===== src/rtl/hazard_ctrl_pkg.sv =====
// ---------------------------------------------------------------------------
// hazard_pkg -- shared types and constants for the pipeline hazard unit.
//   fwd_sel_t : operand source select (register file / EX result / MEM result)
//   state_t   : hazard-unit FSM states (RUN, FLUSH)
//   ZERO_REG_DEFAULT : register index hard-wired to zero (XZR), never matches
//   sat_inc() : 16-bit saturating increment used by the performance counters
// ---------------------------------------------------------------------------
package hazard_pkg;

  localparam int ZERO_REG_DEFAULT = 31;
  localparam logic [15:0] CNT_MAX = 16'hFFFF;

  typedef enum logic [1:0] {
    FWD_RF  = 2'b00,
    FWD_EX  = 2'b01,
    FWD_MEM = 2'b10
  } fwd_sel_t;

  typedef enum logic {
    RUN   = 1'b0,
    FLUSH = 1'b1
  } state_t;

  function automatic logic [15:0] sat_inc(input logic [15:0] v);
    return (v == CNT_MAX) ? v : v + 16'd1;
  endfunction

  // A value still sitting in EX as a load has not been read from memory yet,
  // so it cannot be forwarded; MEM is the fallback source.
  function automatic fwd_sel_t fwd_pick(input logic m_ex, input logic ex_load,
                                        input logic m_mem);
    if (m_ex && !ex_load) return FWD_EX;
    if (m_mem)            return FWD_MEM;
    return FWD_RF;
  endfunction

endpackage


===== src/rtl/hazard_ctrl_if.sv =====
// ---------------------------------------------------------------------------
// hazard_ctrl_if -- bundle between the pipeline datapath and the hazard unit.
//   master : pipeline side; drives decode/EX/MEM status, reads the controls
//   slave  : hazard unit; reads status, drives pipeline-register controls,
//            forwarding selects and performance counters
// ---------------------------------------------------------------------------
interface hazard_ctrl_if #(
  parameter int REG_W = 5
);
  import hazard_pkg::*;

  // Decode-stage sources
  logic [REG_W-1:0] id_rn;
  logic [REG_W-1:0] id_rm;
  logic             id_rn_used;
  logic             id_rm_used;
  // EX-stage destination
  logic [REG_W-1:0] ex_rd;
  logic             ex_regwrite;
  logic             ex_memread;
  // MEM-stage destination
  logic [REG_W-1:0] mem_rd;
  logic             mem_regwrite;
  // Branch / memory status
  logic             br_taken;
  logic             mem_wait;
  // Pipeline controls
  logic             pc_en;
  logic             ifid_en;
  logic             ifid_flush;
  logic             idex_bubble;
  fwd_sel_t         fwd_a;
  fwd_sel_t         fwd_b;
  logic [15:0]      stall_count;
  logic [15:0]      flush_count;

  modport master (
    output id_rn, id_rm, id_rn_used, id_rm_used,
           ex_rd, ex_regwrite, ex_memread,
           mem_rd, mem_regwrite, br_taken, mem_wait,
    input  pc_en, ifid_en, ifid_flush, idex_bubble,
           fwd_a, fwd_b, stall_count, flush_count
  );

  modport slave (
    input  id_rn, id_rm, id_rn_used, id_rm_used,
           ex_rd, ex_regwrite, ex_memread,
           mem_rd, mem_regwrite, br_taken, mem_wait,
    output pc_en, ifid_en, ifid_flush, idex_bubble,
           fwd_a, fwd_b, stall_count, flush_count
  );

endinterface


===== src/rtl/hazard_ctrl_reg_match.sv =====
// ---------------------------------------------------------------------------
// reg_match -- register-index dependency comparator.
//   src_i, src_used_i : consumer source index and its valid flag
//   dst_i, dst_we_i   : producer destination index and its write flag
//   match_o           : 1 when a live source reads a written destination that
//                       is not the zero register
// ---------------------------------------------------------------------------
module reg_match #(
  parameter int REG_W    = 5,
  parameter int ZERO_REG = 31
) (
  input  logic [REG_W-1:0] src_i,
  input  logic             src_used_i,
  input  logic [REG_W-1:0] dst_i,
  input  logic             dst_we_i,
  output logic             match_o
);

  localparam logic [REG_W-1:0] ZERO_IDX = REG_W'(ZERO_REG);

  assign match_o = src_used_i && dst_we_i && (src_i == dst_i) && (src_i != ZERO_IDX);

endmodule


===== src/rtl/hazard_ctrl.sv =====
// ---------------------------------------------------------------------------
// hazard_ctrl -- in-order pipeline hazard unit: operand forwarding, load-use
// stall, taken-branch fetch squash, memory-wait freeze.
//   clk   : rising-edge clock
//   reset : synchronous, active-high; forces RUN, clears counters
//   hz    : hazard_ctrl_if.slave (status in, pipeline controls out)
// Parameters: REG_W (index width), ZERO_REG (never-matching index),
//   FLUSH_CYCLES (1..7 fetch slots squashed per taken branch).
// Optional feature: define HAZARD_CTRL_PERF_CNT_EN to build the saturating
// stall/flush performance counters; otherwise both counters read 0.
// ---------------------------------------------------------------------------
module hazard_ctrl
  import hazard_pkg::*;
#(
  parameter int REG_W        = 5,
  parameter int ZERO_REG     = ZERO_REG_DEFAULT,
  parameter int FLUSH_CYCLES = 1
) (
  input  logic         clk,
  input  logic         reset,
  hazard_ctrl_if.slave hz
);

  // Remaining squash slots after the branch cycle itself.
  localparam logic [2:0] FLUSH_INIT = 3'(FLUSH_CYCLES - 1);

  state_t     state_q, state_d;
  logic [2:0] cnt_q, cnt_d;

  logic match_ex_rn, match_ex_rm, match_mem_rn, match_mem_rm;
  logic load_use;

  reg_match #(.REG_W(REG_W), .ZERO_REG(ZERO_REG)) u_match_ex_rn (
    .src_i(hz.id_rn), .src_used_i(hz.id_rn_used),
    .dst_i(hz.ex_rd), .dst_we_i(hz.ex_regwrite), .match_o(match_ex_rn)
  );
  reg_match #(.REG_W(REG_W), .ZERO_REG(ZERO_REG)) u_match_ex_rm (
    .src_i(hz.id_rm), .src_used_i(hz.id_rm_used),
    .dst_i(hz.ex_rd), .dst_we_i(hz.ex_regwrite), .match_o(match_ex_rm)
  );
  reg_match #(.REG_W(REG_W), .ZERO_REG(ZERO_REG)) u_match_mem_rn (
    .src_i(hz.id_rn), .src_used_i(hz.id_rn_used),
    .dst_i(hz.mem_rd), .dst_we_i(hz.mem_regwrite), .match_o(match_mem_rn)
  );
  reg_match #(.REG_W(REG_W), .ZERO_REG(ZERO_REG)) u_match_mem_rm (
    .src_i(hz.id_rm), .src_used_i(hz.id_rm_used),
    .dst_i(hz.mem_rd), .dst_we_i(hz.mem_regwrite), .match_o(match_mem_rm)
  );

  assign load_use = hz.ex_memread && (match_ex_rn || match_ex_rm);

  // Forwarding is independent of FSM state; only reset masks it.
  assign hz.fwd_a = reset ? FWD_RF : fwd_pick(match_ex_rn, hz.ex_memread, match_mem_rn);
  assign hz.fwd_b = reset ? FWD_RF : fwd_pick(match_ex_rm, hz.ex_memread, match_mem_rm);

  // NOTE: every output and next-state variable gets a default before any
  // branch, so no path leaves a value unassigned and no latch is inferred.
  always_comb begin
    state_d        = state_q;
    cnt_d          = cnt_q;
    hz.pc_en       = 1'b1;
    hz.ifid_en     = 1'b1;
    hz.ifid_flush  = 1'b0;
    hz.idex_bubble = 1'b0;

    if (reset) begin
      // Hold fetch and inject bubbles while the pipeline is being reset.
      hz.pc_en       = 1'b0;
      hz.ifid_en     = 1'b0;
      hz.ifid_flush  = 1'b1;
      hz.idex_bubble = 1'b1;
    end else if (hz.mem_wait) begin
      // Full freeze: nothing advances, nothing is squashed, FSM holds.
      hz.pc_en   = 1'b0;
      hz.ifid_en = 1'b0;
    end else begin
      case (state_q)
        RUN: begin
          if (hz.br_taken) begin
            // Branch wins over a concurrent load-use: the dependent
            // instruction is on the wrong path and gets squashed anyway.
            hz.ifid_flush  = 1'b1;
            hz.idex_bubble = 1'b1;
            if (FLUSH_CYCLES > 1) begin
              state_d = FLUSH;
              cnt_d   = FLUSH_INIT;
            end
          end else if (load_use) begin
            hz.pc_en       = 1'b0;
            hz.ifid_en     = 1'b0;
            hz.idex_bubble = 1'b1;
          end
        end
        FLUSH: begin
          hz.ifid_flush  = 1'b1;
          hz.idex_bubble = 1'b1;
          cnt_d          = cnt_q - 3'd1;
          if (cnt_q <= 3'd1) begin
            state_d = RUN;
            cnt_d   = 3'd0;
          end
        end
        default: begin
          state_d = RUN;
          cnt_d   = 3'd0;
        end
      endcase
    end
  end

  // NOTE: state registers use non-blocking assignment so every flop samples
  // the pre-edge value of its neighbours regardless of process order.
  always_ff @(posedge clk) begin
    if (reset) begin
      state_q <= RUN;
      cnt_q   <= 3'd0;
    end else begin
      state_q <= state_d;
      cnt_q   <= cnt_d;
    end
  end

`ifdef HAZARD_CTRL_PERF_CNT_EN
  logic [15:0] stall_cnt_q, flush_cnt_q;
  logic        stall_evt;

  // A counted stall is exactly the RUN load-use cycle that drives pc_en low.
  assign stall_evt = !reset && !hz.mem_wait && (state_q == RUN) && !hz.br_taken && load_use;

  always_ff @(posedge clk) begin
    if (reset) begin
      stall_cnt_q <= 16'd0;
      flush_cnt_q <= 16'd0;
    end else begin
      if (stall_evt)     stall_cnt_q <= sat_inc(stall_cnt_q);
      // ifid_flush is already 0 under mem_wait, so the counter holds then.
      if (hz.ifid_flush) flush_cnt_q <= sat_inc(flush_cnt_q);
    end
  end

  assign hz.stall_count = stall_cnt_q;
  assign hz.flush_count = flush_cnt_q;
`else
  assign hz.stall_count = 16'd0;
  assign hz.flush_count = 16'd0;
`endif

endmodule


===== src/flat_wrapper.sv =====
// flat-port wrapper written by rule: the top's interface ports become plain ports
module hazard_ctrl_flat import hazard_pkg::*;
#(
  parameter int REG_W        = 5,
  parameter int ZERO_REG     = ZERO_REG_DEFAULT,
  parameter int FLUSH_CYCLES = 1
)
  (clk, reset, hz_id_rn, hz_id_rm, hz_id_rn_used, hz_id_rm_used, hz_ex_rd, hz_ex_regwrite, hz_ex_memread, hz_mem_rd, hz_mem_regwrite, hz_br_taken, hz_mem_wait, hz_pc_en, hz_ifid_en, hz_ifid_flush, hz_idex_bubble, hz_fwd_a, hz_fwd_b, hz_stall_count, hz_flush_count);
  hazard_ctrl_if #(.REG_W(REG_W)) hz_i ();
  input  logic clk;
  input  logic reset;
  input wire logic [$bits(hz_i.id_rn)-1:0] hz_id_rn;
  input wire logic [$bits(hz_i.id_rm)-1:0] hz_id_rm;
  input wire logic [$bits(hz_i.id_rn_used)-1:0] hz_id_rn_used;
  input wire logic [$bits(hz_i.id_rm_used)-1:0] hz_id_rm_used;
  input wire logic [$bits(hz_i.ex_rd)-1:0] hz_ex_rd;
  input wire logic [$bits(hz_i.ex_regwrite)-1:0] hz_ex_regwrite;
  input wire logic [$bits(hz_i.ex_memread)-1:0] hz_ex_memread;
  input wire logic [$bits(hz_i.mem_rd)-1:0] hz_mem_rd;
  input wire logic [$bits(hz_i.mem_regwrite)-1:0] hz_mem_regwrite;
  input wire logic [$bits(hz_i.br_taken)-1:0] hz_br_taken;
  input wire logic [$bits(hz_i.mem_wait)-1:0] hz_mem_wait;
  output wire logic [$bits(hz_i.pc_en)-1:0] hz_pc_en;
  output wire logic [$bits(hz_i.ifid_en)-1:0] hz_ifid_en;
  output wire logic [$bits(hz_i.ifid_flush)-1:0] hz_ifid_flush;
  output wire logic [$bits(hz_i.idex_bubble)-1:0] hz_idex_bubble;
  output wire logic [$bits(hz_i.fwd_a)-1:0] hz_fwd_a;
  output wire logic [$bits(hz_i.fwd_b)-1:0] hz_fwd_b;
  output wire logic [$bits(hz_i.stall_count)-1:0] hz_stall_count;
  output wire logic [$bits(hz_i.flush_count)-1:0] hz_flush_count;
  assign hz_i.id_rn = hz_id_rn;
  assign hz_i.id_rm = hz_id_rm;
  assign hz_i.id_rn_used = hz_id_rn_used;
  assign hz_i.id_rm_used = hz_id_rm_used;
  assign hz_i.ex_rd = hz_ex_rd;
  assign hz_i.ex_regwrite = hz_ex_regwrite;
  assign hz_i.ex_memread = hz_ex_memread;
  assign hz_i.mem_rd = hz_mem_rd;
  assign hz_i.mem_regwrite = hz_mem_regwrite;
  assign hz_i.br_taken = hz_br_taken;
  assign hz_i.mem_wait = hz_mem_wait;
  assign hz_pc_en = hz_i.pc_en;
  assign hz_ifid_en = hz_i.ifid_en;
  assign hz_ifid_flush = hz_i.ifid_flush;
  assign hz_idex_bubble = hz_i.idex_bubble;
  assign hz_fwd_a = hz_i.fwd_a;
  assign hz_fwd_b = hz_i.fwd_b;
  assign hz_stall_count = hz_i.stall_count;
  assign hz_flush_count = hz_i.flush_count;
  hazard_ctrl #(.REG_W(REG_W), .ZERO_REG(ZERO_REG), .FLUSH_CYCLES(FLUSH_CYCLES)) u_core (.clk(clk), .reset(reset), .hz(hz_i));
endmodule

===== config.mk =====
export PLATFORM = sky130hd
export DESIGN_NAME = hazard_ctrl_flat
export DESIGN_NICKNAME = d
export VERILOG_FILES = /design/src/rtl/hazard_ctrl_pkg.sv /design/src/rtl/hazard_ctrl_if.sv /design/src/rtl/hazard_ctrl_reg_match.sv /design/src/rtl/hazard_ctrl.sv /design/src/flat_wrapper.sv
export SDC_FILE = /design/constraint.sdc
export NUM_CORES = 1
export LEC_CHECK = 0
export ABC_AREA = 1
export CAP_MARGIN = 20
export CORE_MARGIN = 5
export CORE_UTILIZATION = 37
export DETAILED_ROUTE_END_ITERATION = 7
export HOLD_SLACK_MARGIN = 0.05
export PLACE_DENSITY_LB_ADDON = 0.15
export SYNTH_ARGS = -nofsm -noshare
export SYNTH_HDL_FRONTEND = slang
export SYNTH_SLANG_ARGS = --single-unit

===== constraint.sdc =====
create_clock -name clk -period 2.8 [get_ports clk]
set_input_delay 0.56 -clock clk [delete_from_list [all_inputs] [get_ports clk]]
set_output_delay 0.56 -clock clk [all_outputs]
set_load 0.02 [all_outputs]

# Word-level counts from Yosys, hierarchy flattened
# Cells that the tools add are included.
# classes
n_addsub	1
mul	0
n_div	0
n_lt_le_gt_ge	1
eq_ne	6
shift	0
muxes	33
n_bitwise	2
n_reduce_logical	18
# ops
op	n
5-bit == test	4
1-bit 2-to-1 mux	20
2-bit 2-to-1 mux	10
1-bit logical AND	15
5-bit != test (second input constant)	2
1-bit case mux with 2 select lines	2
3-bit by 1-bit less-or-equal comparator with 1-bit output (second input constant)	1
3-bit 2-to-1 mux	1
3-bit by 1-bit subtractor with 3-bit output (second input constant)	1
1-bit inverter	2
2-bit AND reduction	1
1-bit logical NOT	1
1-bit logical OR	1
# totals
reg_bits	4
latchBits	0
ram_bits	0
rom_bits	0
out_inout_bits	40
mem_count	0

# Logic depth before layout (Yosys ltp)
# Gate-level depths: netlist of run 1.
# depth
ltp_word	10
mapped_depth	10
mapped_depth_nobuf	9

# Cells and area by module
# Synthesis of run 1 repeated with hierarchy kept, for this count alone.
# hier_totals
cells_unflattened	207
area_unflattened_um2	1041.0
# modules_own_cells
mod	instances	cells_per_inst	area_per_inst_um2	seq_area_each_um2
hazard_ctrl	1	83	555.5	80.1
reg_match	4	31	121.4	0.0

# Worst setup path after synthesis of run 1
# OpenSTA, ideal clock, no wires.
# synth_timing
path_kind	input to output
startpoint	in hz_br_taken
endpoint	out hz_idex_bubble
arrival_time_ps	1391
required_ps	2240
path_slack_ps	849
stages	4
n_path_buf	0
cell_sequence	nor2_1 > o21ai_0 > inv_1 > nand2_1
# synth_via
elab_chain_len	4
# synth_lines
element	line_no	text
start, declared	flat_wrapper.sv:21	input wire logic [$bits(hz_i.br_taken)-1:0] hz_br_taken;
1-bit 2-to-1 mux	hazard_ctrl.sv:79	if (hz.br_taken) begin
1-bit case mux with 2 select lines	hazard_ctrl.sv:77	case (state_q)
1-bit 2-to-1 mux	hazard_ctrl.sv:72	end else if (hz.mem_wait) begin
1-bit 2-to-1 mux	hazard_ctrl.sv:66	if (reset) begin
end, declared	flat_wrapper.sv:26	output wire logic [$bits(hz_i.idex_bubble)-1:0] hz_idex_bubble;
# Every way passes these cells.

# Worst setup path in the final report of run 1
# layout_timing
startpoint	in hz_id_rn[4]
endpoint	out hz_ifid_en
# layout_via
elab_chain_len	10
word_cells_on_any_way	11
# layout_lines
element	line_no	text
start, declared	flat_wrapper.sv:12	input wire logic [$bits(hz_i.id_rn)-1:0] hz_id_rn;
5-bit == test	hazard_ctrl_reg_match.sv:21	assign match_o = src_used_i && dst_we_i && (src_i == dst_i) && (src_i != ZERO_IDX);
1-bit logical AND	hazard_ctrl_reg_match.sv:21	
1-bit logical AND (*)	hazard_ctrl_reg_match.sv:21	
1-bit logical OR (*)	hazard_ctrl.sv:50	assign load_use = hz.ex_memread && (match_ex_rn || match_ex_rm);
1-bit logical AND (*)	hazard_ctrl.sv:50	
1-bit 2-to-1 mux (*)	hazard_ctrl.sv:88	end else if (load_use) begin
1-bit 2-to-1 mux (*)	hazard_ctrl.sv:79	
1-bit 2-to-1 mux (*)	hazard_ctrl.sv:77	
1-bit 2-to-1 mux (*)	hazard_ctrl.sv:72	
1-bit 2-to-1 mux (*)	hazard_ctrl.sv:66	
end, declared	flat_wrapper.sv:24	output wire logic [$bits(hz_i.ifid_en)-1:0] hz_ifid_en;
# Every way passes the cells marked *; elsewhere a longest branch is shown, timed or not.

==> results of run 1 <==
[metrics by stage]
step                      TNS, ns  total power [W]  setup WS, ns
final                           0        0.0002872        0.1677
after global routing            0        0.0003124       0.04063
after CTS                       0        0.0002887        0.1632
after detailed placement  -0.4765        0.0002142       -0.1051
after global placement    -0.4183        0.0002130      -0.09680
after floorplan                 0        0.0001821        0.8487
[worst max-delay path, stage by stage]
cell             delay (ns)
clkdlybuf4s50_1        0.52
inv_1                  0.08
nand2_1                0.06
nand2_1                0.06
nor2_1                 0.15
nand3_1                0.09
nand2_1                0.08
nand3_1                0.07
nand2_1                0.06
inv_1                  0.04
dlygate4sd2_1          0.31
[cell usage after synthesis]
library cell  number
a211oi_1           1
a211oi_2           1
a21oi_1            2
buf_2              1
buf_4             33
conb_1             1
dfxtp_1            4
ha_1               2
inv_1             22
inv_2              4
nand2_1           37
nand2_2            1
nand3_1            8
nand3_2            1
nand3b_1           1
nand4_1            6
nor2_1            12
nor2_2             7
o21ai_0            3
o21ai_1            2
or2_1              1
or2_2              2
xnor2_1            8
[repair_timing]
action / 4_1_cts / 5_1_grt
gates resized for setup: 7 / 0
hold buffers: 0 / 0
setup buffers: 0 / 0
setup endpoints to repair: 7 / 0
[per-layer routing]
layer  up-vias  GRT usage
met3         2    0.02376
met2        44     0.2207
met4         0    0.05696
met5         -          0
li1        502          -
met1       393     0.1588
[state kept, by name, summed over array words and instances, names as in the netlist]
register / flops
u_core.cnt_q: 3
u_core.state_q: 1
[path summary, 6_finish.rpt]
check,startpoint,end,slack [ns],depth (start not counted)
setup / recovery,hz_id_rn[4],hz_ifid_en,0.17,11
hold / removal,u_core.cnt_q[1],u_core.cnt_q[1],0.46,2
setup reg to reg,u_core.cnt_q[1],u_core.cnt_q[0],1.58,7
hold reg to reg,u_core.cnt_q[1],u_core.cnt_q[1],0.46,2
[kinds of logic after synthesis]
logic type               after synthesis  share of synthesized area
AND/OR/NAND/NOR                       76                     0.3732
flip-flops                             4                    0.08591
adder cells (fa/ha/maj)                2                    0.02684
buffers and inverters                 60                     0.3758
XOR/XNOR                               8                    0.07517
AO/OA/AOI/OAI                          9                    0.05906
other                                  1                   0.004023
[layout make-up]
type                    instances  area [sq um]  area share
multi-input cells             127         618.1      0.5056
repair buffers                 38         366.6      0.2999
inverters                      26         97.59     0.07984
flip-flops and latches          4         80.08     0.06551
well taps                      30         37.54     0.03071
clock buffers                   3         22.52     0.01842
[power groups by stage]
stage / logic, W / registers, W / clock network, W
6_report: 0.000155 / 0.0000572 / 0.0000751
5_1_grt: 0.000170 / 0.0000570 / 0.0000854
4_1_cts: 0.000154 / 0.0000572 / 0.0000771
3_3_place_gp: 0.000155 / 0.0000582 / 0
2_1_floorplan: 0.000124 / 0.0000582 / 0
3_5_place_dp: 0.000156 / 0.0000582 / 0
==> impl_metrics.csv, run 1 <==
group,metric,value,unit
global_route,grt_pass1_wl,3.629,mm
sta,post-route-period-util,0.9401,
layout,fin_nets,231,
layout,fin_area,0.001222,sq mm
cts,cts_root_buf,"clkbuf_4",
detailed_routing,route.detailed.drc,0,
detailed_routing,top_layer,"met4",
die,die_w,60.19,um
power,clkPwrFrac,0.262,
synthesis,syn_area_per_cell,5.826,sq um
detailed_routing,vias,941,
cts,htreeDepth,1,
status,outcome,"completed",
sta,drv_slew,0,
cts,clk-insertion-delay-late,0.24,ns
power,p_leak,0.6499,nW
global_route,first_global_vias,856,
global_route,grt_overflow,0,
detailed_routing,wl_met3,242,um
power,p_int,0.0001683,W
layout,layout_common_cells,"37 x nand2_1, 32 x conb_1, 29 x clkdlybuf4s50_1",
die,core,0.002432,sq mm
power,switchingPower,0.0001189,W
place,dp_cells,225,
setup_path,worstSetupPathType,"primary input to output pin",
global_route,grt_usage,0.1304,
cts,path_clk_slew,0.04,ns
die,die_y,60.19,um
synthesis,yosys.area.top_type,"buf_4",
detailed_routing,drt-wirelength-per-cell,10.20,um
detailed_routing,first_pass_iters,4,
sta,final.min_clock_period,2.632,ns
synthesis,yosysSeqAreaShare,0.08591,
layout,layout_commonest_cell,"nand2_1",
cts,clock_path_buffers,2,
place,port_buffers,36,
global_route,antenna_found_initial,0,
cts,cts_buffers,3,
setup_path,critical_path.max_fanout,3,
sta,rsz0062_at_grt,"no",
layout,layoutNonFillerInstCount,228,
die,start_util,0.3832,
detailed_routing,ant_nets,0,
place,dp_hpwl,2.091,mm
setup_path,critPathLaunchType,"primary input",
power,worst_ir_drop_vdd,0.1689,mV
setup_path,cp.required,2.24,ns
sta,fin_hold_ws,0.4626,ns
die,ios,69,
layout,utilization,0.5026,
cts,cts_sinks,4,
synthesis,synth.area.top_cells,"buf_4 27%, nand2_1 15%, inv_1 8.9%, dfxtp_1 8.6%, xnor2_1 7.5%",
detailed_routing,drtIter0Drc,24,
synthesis,synthesis.instances,160,
die,die_area,0.003623,sq mm
synthesis,synth_top_area_frac,0.2658,
power,combPwrFrac,0.539,
detailed_routing,drt_wl_total,2.325,mm
layout,area_delta_synth_final,31.14,%
worst_hold_path,hold_class,"register to register",
synthesis,synth_cell_type_count,23,
sta,setup_viol,0,
die,rows,18,
power,power_frac_seq,0.199,
synthesis,syn_area,932.1,sq um
sta,fin_skew,0.001042,ns
detailed_routing,wl_met1,905,um
layout,drive_above_1_share,0.1061,
power,p_sw_frac,0.4139,
power,p_per_area,235.0,mW/mm^2
synthesis,yosysWarnings,0,
place,routabilityCongestion,0.9081,
setup_path,crit_path_end_kind,"output pin",
synthesis,synth_seq_cells,4,
place,placed_cell_area,0.001209,sq mm
layout,nFillCells,261,
global_route,grt_start_max_net_pins,8,
layout,diodes,0,
detailed_routing,post_drt_via_cell_ratio,4.127,
detailed_routing,wl_met2,1.162,mm
sta,finalHoldViolCount,0,
setup_path,cp.arrival,2.07,ns
job,cap_viol_max_count,0,
cts,cts_tree,"done",
sta,clock.fmax,379.9,MHz
(Power assumes the default switching activity.)
==> run 2, diff against run 1 <==
GPL_TIMING_DRIVEN = 0   (was default)
==> impl_metrics.csv, run 2 (synthesis gave the netlist of run 1 again) <==
group,metric,value,unit
cts,clock_path_buffers,2,
power,power_frac_seq,0.178,
power,p_leak,0.8361,nW
layout,largest_reg_flops,3,
sta,finalHoldViolCount,0,
setup_path,cpPeakStageDelay,0.54,ns
sta,drv_slew,0,
cts,cts_root_buf,"clkbuf_4",
power,total_power,0.0003210,W
setup_path,cp.required,2.24,ns
place,routabilityCongestion,0.8479,
sta,finalSetupTns,0,ns
detailed_routing,vias,1065,
cts,clk-insertion-delay-late,0.24,ns
setup_path,critPathLaunchType,"primary input",
die,start_util,0.3832,
setup_path,worstSetupPathType,"primary input to output pin",
power,p_int,0.0001962,W
setup_path,worst-path-buf-inv,4,
sta,fin_skew,0.005050,ns
detailed_routing,post_drt_via_cell_ratio,4.112,
detailed_routing,ant_nets,0,
status,outcome,"completed",
sta,setup_viol,0,
global_route,busiest_layer,"met2",
global_route,gr-usage-met2,0.2114,
cts,cts_sinks,4,
layout,drive_above_1_share,0.2402,
layout,layout_commonest_cell,"nand2_1",
setup_path,cp.arrival,2.11,ns
place,dp_hpwl,2.117,mm
power,p_sw_frac,0.3889,
layout,reg.largest.list,"u_core.cnt_q (3), u_core.state_q (1)",
power,worst_ir_drop_vdd,0.2291,mV
power,clkPwrFrac,0.232,
layout,fin_area,0.001454,sq mm
cts,cts_buffers,3,
global_route,antenna_found_initial,0,
global_route,grt_overflow,0,
die,die_w,60.19,um
job,cap_viol_max_count,0,
die,die_area,0.003623,sq mm
global_route,first_global_vias,862,
global_route,globalRouteMet1Util,0.1255,
power,p_per_area,220.8,mW/mm^2
detailed_routing,drt_wl_total,2.367,mm
cts,cts_tree,"done",
setup_path,critical-path-top-delay-family,"buffers and inverters",
global_route,use_met3,0.04536,
power,combPwrFrac,0.590,
cts,htreeDepth,1,
detailed_routing,drtIter0Drc,31,
sta,post-route-period-util,0.9519,
detailed_routing,first_pass_iters,4,
layout,layout_common_cells,"37 x nand2_1, 33 x buf_4, 32 x conb_1",
sta,clock.fmax,375.2,MHz
sta,final.min_clock_period,2.665,ns
global_route,grt_start_max_net_pins,9,
detailed_routing,drt-wirelength-per-cell,9.139,um
worst_hold_path,hold_class,"register to register",
setup_path,slowest_stage,"clkdlybuf4s50_1",
detailed_routing,route.detailed.drc,0,
die,ios,69,
cts,path_clk_slew,0.04,ns
layout,diodes,0,
global_route,grt_usage,0.1189,
layout,nFillCells,247,
global_route,grt_pass1_wl,3.291,mm
place,placed_cell_area,0.001436,sq mm
setup_path,crit_path_end_kind,"output pin",
layout,fin_nets,262,
place,port_buffers,35,
die,rows,18,
sta,rsz0062_at_grt,"no",
die,core,0.002432,sq mm
setup_path,path_common_cell,"nand2_1",
power,switchingPower,0.0001248,W
setup_path,rrSetupSlack,1.64,ns
die,die_y,60.19,um
setup_path,worstPathCellList,"clkdlybuf4s50_1, inv_1, nand2_1, nand2_1, nor2_2, nand3_1, nand2_1, nand3_1, nand2_1, inv_1, dlygate4sd2_1",
layout,regMostFlops,"u_core.cnt_q",
setup_path,critical_path.max_fanout,3,
cts,hold_buffers,0,
layout,area_delta_synth_final,55.97,%
-- run 2: changes by cell type in the layout (fill, tap and decap cells not counted), sizes merged --
cell	delta
buf	+32
clkdlybuf4s50	-3
dlygate4sd2	-1
clkbuf	+1
dlymetal6s2s	+2
-- run 2: path summary, 6_finish.rpt --
path,startpoint,end,depth (start not counted)
worst max-delay path,hz_id_rn[4],hz_ifid_en,11
worst max register to register,u_core.cnt_q[1],u_core.cnt_q[0],7
worst min-delay path,u_core.cnt_q[1],u_core.cnt_q[1],2
worst min register to register,u_core.cnt_q[1],u_core.cnt_q[1],2
-- run 2: power groups by stage --
stage	Combinational (W)	Sequential, W	Clock [W]
after global routing	0.000204	0.0000572	0.0000839
after global placement	0.000187	0.0000582	0
final	0.000189	0.0000573	0.0000744
after detailed placement	0.000188	0.0000582	0
after CTS	0.000187	0.0000572	0.0000777
after floorplan	0.000124	0.0000582	0
-- run 2: per-stage QoR --
stage                       util  hold WS [ns]  setup slack, ns  std cells
after global placement    0.5905        0.4533          -0.1797        256
after floorplan                -        0.4436           0.8487        191
after CTS                 0.5962        0.4701          0.01339        259
after global routing      0.5977        0.4985          0.05175        259
after detailed placement  0.5905        0.4638          -0.2006        256
final                     0.5977        0.4656           0.1348        259
-- run 2: worst register-to-register path, cell delays in order (launching register included) --
cell	delay (ns)
dfxtp_1	0.30
inv_1	0.09
ha_1	0.15
a21oi_1	0.04
nor2_1	0.23
o21ai_0	0.11
o21ai_0	0.08
nor2_1	0.05
-- run 2: final cells by class --
cell class	count	area [sq um]	area share
Buffer	34	252.7	0.1738
Clock buffer	3	22.52	0.01549
Inverter	26	97.59	0.06713
Multi-Input combinational cell	127	620.6	0.4269
Sequential cell	4	80.08	0.05508
Tap cell	30	37.54	0.02582
Timing Repair Buffer	35	342.8	0.2358
-- run 2: timing repair --
| action | in CTS | in global routing |
|---|---|---|
| setup endpoints to repair | 7 | 2 |
| gates resized for setup | 7 | 5 |
| hold endpoints to repair | 0 | 0 |
| buffers inserted | 0 | 0 |
-- run 2: per-layer routing --
metal | wire [um] | up-vias
met5 | 0 | -
met4 | 14 | 0
li1 | - | 566
met2 | 1169 | 53
met3 | 311 | 2
met1 | 871 | 444
==> run 3, diff against run 2 <==
--- a/constraint.sdc
+++ b/constraint.sdc
@@ -3,2 +3,2 @@
 set_output_delay 0.56 -clock clk [all_outputs]
-set_load 0.02 [all_outputs]
+set_load 0.01 [all_outputs]
==> impl_metrics.csv, run 3 (synthesis gave the netlist of run 1 again) <==
group,metric,value,unit
status,outcome,"completed",
setup_path,worst-path-buf-inv,3,
detailed_routing,route.detailed.drc,0,
setup_path,crit_path_end_kind,"output pin",
layout,fin_nets,262,
layout,nFillCells,245,
layout,diodes,0,
worst_hold_path,hold_class,"register to register",
setup_path,path_common_cell,"clkdlybuf4s50_1",
global_route,grt_pass1_wl,3.291,mm
detailed_routing,first_pass_iters,4,
power,worst_ir_drop_vdd,0.2234,mV
setup_path,cp.required,2.24,ns
die,die_area,0.003623,sq mm
detailed_routing,post_drt_via_cell_ratio,4.069,
cts,cts_buffers,3,
layout,largest_reg_flops,3,
place,routabilityCongestion,0.8479,
setup_path,critPathLaunchType,"primary input",
cts,clk-insertion-delay-late,0.24,ns
sta,post-route-period-util,0.9651,
die,die_y,60.19,um
sta,finalHoldViolCount,0,
power,p_per_area,200.7,mW/mm^2
power,p_leak,0.9060,nW
detailed_routing,ant_nets,0,
die,start_util,0.3832,
sta,setup_ws,0.09769,ns
sta,final.min_clock_period,2.702,ns
detailed_routing,vias,1054,
die,die_w,60.19,um
global_route,antenna_found_initial,0,
setup_path,worstSetupPathType,"primary input to output pin",
cts,path_clk_slew,0.04,ns
cts,cts_setup_buffers,0,
cts,cts_sinks,4,
sta,finalSetupTns,0,ns
setup_path,cp.arrival,2.14,ns
layout,layoutNonFillerInstCount,259,
job,cap_viol_max_count,0,
die,ios,69,
layout,regMostFlops,"u_core.cnt_q",
setup_path,slowest_stage,"clkdlybuf4s50_1",
die,core,0.002432,sq mm
layout,area_delta_synth_final,58.39,%
place,dp_cells,256,
global_route,grt_overflow,0,
detailed_routing,drt-wirelength-per-cell,9.212,um
setup_path,critical_path.max_fanout,4,
detailed_routing,drt_wl_total,2.386,mm
place,port_buffers,35,
setup_path,critical-path-top-delay-family,"buffers and inverters",
detailed_routing,drtIter0Drc,42,
layout,layout_commonest_cell,"nand2_1",
cts,htreeDepth,1,
power,total_power,0.0002963,W
layout,reg.largest.list,"u_core.cnt_q (3), u_core.state_q (1)",
place,dpl_worst_slack,-0.1408,ns
cts,cts_root_buf,"clkbuf_4",
cts,hold_buffers,0,
sta,drv_slew,0,
sta,clock.fmax,370.1,MHz
die,rows,18,
layout,drive_above_1_share,0.2358,
cts,cts_tree,"done",
setup_path,cpPeakStageDelay,0.55,ns
cts,clock_path_buffers,2,
sta,setup_viol,0,
layout,layout_common_cells,"37 x nand2_1, 33 x buf_4, 32 x conb_1",
global_route,grt_usage,0.1189,
place,dp_hpwl,2.117,mm
sta,fin_skew,0.005074,ns
global_route,first_global_vias,862,
setup_path,worstPathCellList,"clkdlybuf4s50_1, inv_1, nand2_1, nand3_2, nor2_2, nand4_1, nor2_1, clkdlybuf4s50_1",
global_route,grt_start_max_net_pins,9,
==> run 3: final cells by class <==
class                      count  area [sq um]  share of cell area
clock buffer                   3         22.52             0.01525
buffer                        34         252.7              0.1712
timing repair buffer          35         365.4              0.2475
sequential                     4         80.08             0.05424
tap                           30         37.54             0.02542
inverter                      26         97.59             0.06610
multi-input combinational    127         620.6              0.4203
==> run 3: worst paths after layout <==
path | end | startpoint | cells after the start | slack (ns)
worst max-delay path | hz_fwd_b[0] | hz_id_rm[0] | 8 | 0.1
worst min-delay path | u_core.cnt_q[1] | u_core.cnt_q[1] | 2 | 0.47
worst max register to register | u_core.cnt_q[0] | u_core.cnt_q[1] | 7 | 1.64
worst min register to register | u_core.cnt_q[1] | u_core.cnt_q[1] | 2 | 0.47
==> run 3: where the power goes <==
part | internal, W | leakage, nW | switching (W)
combinational | 0.0000877 | 0.860 | 0.0000770
clock | 0.0000481 | 0.0138 | 0.0000262
sequential | 0.0000573 | 0.0322 | 0.0000000000000000000156
total | 0.000193 | 0.906 | 0.000103
==> run 3: worst min-delay path: stages, from the launching register on <==
cell and delay [ns]:
dfxtp_1 0.30, nand2_1 0.06, a21oi_1 0.05
==> run 3: repair_timing <==
action / CTS / global route
pin swaps: 0 / 3
resized for setup: 7 / 9
setup endpoints to repair: 4 / 4
==> run 3: metal layers <==
| layer | share of wire | GRT usage | routed length (um) | vias up |
|---|---|---|---|---|
| li1 | - | - | - | 567 |
| met1 | 0.36 | 0.1255 | 869 | 432 |
| met2 | 0.50 | 0.2114 | 1191 | 51 |
| met3 | 0.13 | 0.04536 | 302 | 4 |
| met4 | 0.0096 | 0.04430 | 23 | 0 |
| met5 | 0 | 0 | 0 | - |
==> run 3: metrics by stage <==
stage	util	area [sq um]	hold WS (ns)
4_1_cts	0.5977	1454	0.4701
3_3_place_gp	0.5905	1436	0.4533
6_report	0.6070	1476	0.4656
5_1_grt	0.6070	1476	0.4985
3_5_place_dp	0.5905	1436	0.4638
2_1_floorplan	-	1049	0.4436
